$ cat config.mk
export PLATFORM = sky130hd
export DESIGN_NAME = irq_ctrl
export DESIGN_NICKNAME = d
export VERILOG_FILES = /design/src/rtl/irq_ctrl.sv
export SDC_FILE = /design/constraint.sdc
export NUM_CORES = 1
export LEC_CHECK = 0
export CAP_MARGIN = 20
export CORE_MARGIN = 10
export CORE_UTILIZATION = 40
export DETAILED_ROUTE_END_ITERATION = 7
export GPL_TIMING_DRIVEN = 0
export PLACE_DENSITY = 0.72
export SYNTH_ARGS = -nofsm -noshare
export SYNTH_HDL_FRONTEND = slang
export SYNTH_SLANG_ARGS = --single-unit
export TNS_END_PERCENT = 10
$ cat constraint.sdc
create_clock -name clk -period 5.3 [get_ports clk]
set_clock_uncertainty 0.15 [all_clocks]
set_input_delay 1.06 -clock clk [delete_from_list [all_inputs] [get_ports clk]]
set_output_delay 1.06 -clock clk [all_outputs]
set_load 0.02 [all_outputs]
$ cat src/rtl/irq_ctrl.sv
// Memory-mapped interrupt controller: edge-latched pending bits, mask, one-cycle CPU pulse, EOI hold-off.
// Define IRQ_CTRL_SYNC_EN to add a 2-flop synchronizer on irq_in for asynchronous sources.
module irq_ctrl #(
  parameter int N_IRQ   = 8,
  parameter int GAP_CYC = 2
) (
  input  logic             clk,
  input  logic             rst_n,
  input  logic [N_IRQ-1:0] irq_in,
  input  logic             bus_sel,
  input  logic [2:0]       bus_addr,
  input  logic             bus_we,
  input  logic [31:0]      bus_wdata,
  output logic [31:0]      bus_rdata,
  output logic             cpu_interrupt
);

  typedef enum logic [1:0] {S_IDLE, S_FIRE, S_SERVICE, S_GAP} state_t;

  state_t           state;
  logic [N_IRQ-1:0] pending, mask, irq_prev, irq_s;
  logic [N_IRQ-1:0] irq_edge, active, id_onehot, pend_set, pend_clr, wdata_n;
  logic [4:0]       id, next_id;
  logic [3:0]       gap_cnt;
  logic             wr, eoi, busy;
  logic             wdata_unused;

`ifdef IRQ_CTRL_SYNC_EN
  logic [N_IRQ-1:0] sync1, sync2;
  always_ff @(posedge clk or negedge rst_n) begin
    if (!rst_n) begin
      sync1 <= '0;
      sync2 <= '0;
    end else begin
      sync1 <= irq_in;
      sync2 <= sync1;
    end
  end
  assign irq_s = sync2;
`else
  assign irq_s = irq_in;
`endif

  assign wdata_n      = bus_wdata[N_IRQ-1:0];
  assign wdata_unused = ^bus_wdata[31:N_IRQ];
  assign wr       = bus_sel & bus_we;
  assign eoi      = wr && (bus_addr == 3'd3) && (state == S_SERVICE);
  assign irq_edge = irq_s & ~irq_prev;
  assign active   = pending & mask;
  assign busy     = (state == S_FIRE) || (state == S_SERVICE);

  // Sets are OR-ed in after clears so a coincident edge is never lost.
  assign pend_set = irq_edge | ((wr && bus_addr == 3'd4) ? wdata_n : '0);
  assign pend_clr = ((wr && bus_addr == 3'd0) ? wdata_n : '0) | (eoi ? id_onehot : '0);

  always_comb begin
    next_id = '0;
    for (int i = N_IRQ - 1; i >= 0; i--) begin
      if (active[i]) next_id = 5'(i);
    end
  end

  always_comb begin
    id_onehot = '0;
    for (int i = 0; i < N_IRQ; i++) begin
      if (id == 5'(i)) id_onehot[i] = 1'b1;
    end
  end

  always_ff @(posedge clk or negedge rst_n) begin
    if (!rst_n) begin
      state         <= S_IDLE;
      pending       <= '0;
      mask          <= '0;
      irq_prev      <= '0;
      id            <= '0;
      gap_cnt       <= '0;
      cpu_interrupt <= 1'b0;
    end else begin
      irq_prev      <= irq_s;
      pending       <= (pending & ~pend_clr) | pend_set;
      cpu_interrupt <= 1'b0;
      if (wr && bus_addr == 3'd1) mask <= wdata_n;
      case (state)
        S_IDLE: begin
          if (|active) begin
            state         <= S_FIRE;
            id            <= next_id;
            cpu_interrupt <= 1'b1;
          end
        end
        S_FIRE: state <= S_SERVICE;
        S_SERVICE: begin
          if (eoi) begin
            if (GAP_CYC == 0) begin
              state <= S_IDLE;
            end else begin
              state   <= S_GAP;
              gap_cnt <= '0;
            end
          end
        end
        S_GAP: begin
          if (gap_cnt == 4'(GAP_CYC - 1)) state <= S_IDLE;
          else gap_cnt <= gap_cnt + 4'd1;
        end
        default: state <= S_IDLE;
      endcase
    end
  end

  always_comb begin
    bus_rdata = '0;
    if (bus_sel) begin
      case (bus_addr)
        3'd0:    bus_rdata[N_IRQ-1:0] = pending;
        3'd1:    bus_rdata[N_IRQ-1:0] = mask;
        3'd2:    bus_rdata = {busy, 26'b0, id};
        default: bus_rdata = '0;
      endcase
    end
  end

endmodule

==> results of run 1 <==
## sequential cells by signal (all words and copies together), names as in the netlist
register       flops
mask               8
state              2
cpu_interrupt      1
gap_cnt            4
pending            8
irq_prev           8
id                 3
## cell usage in the layout, fill, tap and decap left out, drive strengths merged, types with 2 or more instances in the layout
| cell type | count |
|---|---|
| a211o | 2 |
| a21boi | 5 |
| a21oi | 8 |
| a221o | 9 |
| a221oi | 4 |
| a22oi | 4 |
| a32oi | 2 |
| and3 | 3 |
| buf | 29 |
| bufinv | 2 |
| clkbuf | 6 |
| clkdlybuf4s50 | 29 |
| conb | 23 |
| dfrtp | 34 |
| ha | 6 |
| inv | 12 |
| mux2 | 9 |
| mux2i | 8 |
| nand2 | 14 |
| nand3 | 6 |
| nor2 | 15 |
| nor2b | 7 |
| nor3 | 2 |
| nor3b | 2 |
| nor4 | 2 |
| nor4b | 3 |
| o21ai | 2 |
## critical path, stage by stage
cell,delay [ns]
clkdlybuf4s50_1,0.48
nand2b_1,0.19
buf_6,0.14
or2_1,0.21
buf_6,0.14
nor2_1,0.10
clkdlybuf4s50_1,0.62
## logic make-up (layout without fill, tap and decap cells)
family / count (synthesis) / after routing / synth area share, %
AO/OA/AOI/OAI: 43 / 43 / 16.7
adder cells (fa/ha/maj): 6 / 6 / 3.63
buffers and inverters: 40 / 78 / 12.4
flip-flops: 34 / 34 / 41.1
multiplexers: 17 / 17 / 8.76
other: 1 / 23 / 0.181
AND/OR/NAND/NOR: 60 / 60 / 17.2
## through the flow
step	cells	hold slack, ns	instance area (um^2)
floorplan	223	0.362	2150
global placement	323	0.384	2540
detailed placement	323	0.398	2540
CTS	331	0.413	2680
global route	331	0.439	2680
finish	331	0.413	2680
## metal layers
layer | up-vias | part of all wire [%]
met4 | 0 | 1.8
li1 | 796 | -
met3 | 5 | 7.7
met1 | 744 | 44
met5 | - | 0
met2 | 52 | 46
## cell usage after synthesis (3+ instances only)
master / n / share of area [%]
nand2_1: 14 / 2.5
a21oi_1: 8 / 1.9
nand3_1: 6 / 1.5
nor2b_1: 7 / 2.1
buf_4: 24 / 8.7
and3_1: 3 / 0.91
mux2_2: 8 / 4.4
ha_1: 6 / 3.6
mux2i_1: 8 / 3.9
a21boi_0: 5 / 1.8
a221oi_1: 4 / 1.7
a22oi_1: 4 / 1.5
nor2_1: 14 / 2.5
inv_1: 12 / 2.2
a221o_1: 9 / 4.4
dfrtp_1: 34 / 41
## path summary, 6_finish.rpt
| kind | cells after the start | startpoint | slack, ns | end |
|---|---|---|---|---|
| max | 7 | bus_addr[2] | 1.14 | bus_rdata[6] |
| min | 2 | irq_prev[1] | 0.41 | pending[1] |
| max reg2reg | 6 | gap_cnt[1] | 3.38 | state[1] |
| min reg2reg | 2 | irq_prev[1] | 0.41 | pending[1] |
| max in group asynchronous | 1 | rst_n | 3.82 | irq_prev[7] |
| min in group asynchronous | 1 | rst_n | 0.70 | pending[4] |
## final cells by class
| type | count | share of cell area (%) |
|---|---|---|
| Clock inverter | 2 | 2.24 |
| Timing Repair Buffer | 30 | 11.0 |
| Sequential cell | 34 | 31.8 |
| Inverter | 12 | 1.68 |
| Multi-Input combinational cell | 149 | 39.0 |
| Clock buffer | 6 | 3.08 |
| Tap cell | 70 | 3.27 |
| Buffer | 28 | 7.94 |
## power by group
group | leakage (nW) | internal [mW] | total, mW | switching [mW]
clock network | 0.0714 | 0.201 | 0.296 | 0.0955
registers | 0.391 | 0.314 | 0.377 | 0.0625
logic | 0.806 | 0.165 | 0.345 | 0.180
total | 1.27 | 0.679 | 1.02 | 0.338
==> summary.md, run 1 <==
| Metric | Value |
|---|---|
| Crit path DAT | `2.95 ns` |
| DRT Pass-1 Iters | `4` |
| Row cnt | `26` |
| I/O Pins | `80` |
| Die Y | `92.0 um` |
| Synth warn | `0` |
| Gp weighted congestion | `0.858` |
| Longest Clk Path Bufs | `2` |
| Fin. Hold Viols | `0` |
| Max-cap violations | `0` |
| GR Util met2 | `18.2%` |
| Share of cells above drive strength 1 | `20.3%` |
| Rel. slew slack | `36.0%` |
| Post-synth EDFFs | `0` |
| Clock-pin slew on the worst setup and hold paths | `0.07 ns` |
| Via density | `4.82` |
| Min cycle time layout | `4.16 ns` |
| Total core area | `5070 um^2` |
| Status | `completed` |
| Endpoints failing setup | `0` |
| Multi-input logic area | `1040 um^2` |
| Via count | `1,597` |
| Post_cts resized | `0` |
| Final Util | `52.8%` |
| Mapped Cells | `201` |
| Post-synthesis cell type count | `45` |
| Met1 Use GR | `14.1%` |
| Antenna viol nets, final | `0` |
| DRC Markers | `0` |
| Post-Route WL | `4790 um` |
| Initial antenna violation count | `0` |
| CP Data Required Time | `4.09 ns` |
| Setup crit end kind | `primary output` |
| WS Path Type | `input port to primary output` |
| Setup tns final | `0 ns` |
| Initial Utilization | `40.8%` |
| Skew-Pair Late Insertion Delay | `0.29 ns` |
| Post-CTS Hold Buffers | `0` |
| DIE WIDTH | `92.0 um` |
| FF/Latch Area | `851 um^2` |
| Pwr/cell area | `380 nW/um^2` |
| H-Tree Depth | `2` |
| Worst VDD drop | `0.175 mV` |
| CP Max Fanout | `8` |
| # port buffers | `30` |
| NumNets Final | `313` |
| # fillers | `490` |
| Placement Setup Slack | `1.13 ns` |
| Fin crit share | `78.5%` |
| HP Class | `flop to flop` |
| TritonCTS Buffers | `5` |
| Sequential share of the synthesized area | `41.1%` |
| Tot Pwr | `1.02 mW` |
| Area grow syn2layout | `29.4%` |
| Total GRT Usage | `11.6%` |
| Met3 GRT Util | `4.16%` |
| Global route total overflow | `0` |
| Syn Area/Cell | `10.3 um^2` |
| GR peak layer | `met2` |
| CTS tree | `yes` |
| Ys flop type | `dfrtp_1` |
| Leakage | `1.27 nW` |
| First-pass GRT wire length | `8020 um` |
| Die Footprint | `8450 um^2` |
| CP Launch Type | `input port` |
| Post-CTS Setup Bufs | `0` |
| Max Slew Vio Count | `0` |
| Clk sink count | `34` |
| Routed len/inst | `14.5 um` |
| Vias in the first global route | `1,613` |
| F_max | `240 MHz` |
| Ys async rst share | `100%` |
| Iteration-0 DRC Markers | `105` |
| Slew @ Worst Pin | `0.957 ns` |
| Root buf cell | `clkbuf_8` |
| Ant diodes | `0` |
| Post-Syn Area | `2070 um^2` |
| Largest net degree at the start of global routing | `35` |
| HPWL Detailed | `3650 um` |
| #FFs+latches synth | `34` |
| RSZ-0062 raised after global routing | `false` |
| Final worst slack | `1.14 ns` |
Note: power is estimated with default switching activity, not from simulation.
==> run 2, diff against run 1 <==
Clock period 5.3 ns to 3.9 ns, I/O delays scaled along.
==> results of run 2 <==
The final DEF is identical to that of run 1. Status: completed.
Among the figures that moved: setup slack after placement 1.13 ns -> 0.294 ns; setup slack after layout 1.14 ns -> 0.298 ns; register-to-register setup slack 3.38 ns -> 1.98 ns; total power 1.02 mW -> 1.38 mW; worst IR drop on VDD 0.175 mV -> 0.237 mV
==> run 3, diff against run 2 <==
Settings changed: SLEW_MARGIN set to 5.
==> results of run 3 <==
The final DEF is identical to that of run 1. Status: completed.
Among the figures that moved: setup slack after placement 1.13 ns -> 0.294 ns; setup slack after layout 1.14 ns -> 0.298 ns; register-to-register setup slack 3.38 ns -> 1.98 ns; total power 1.02 mW -> 1.38 mW; worst IR drop on VDD 0.175 mV -> 0.237 mV
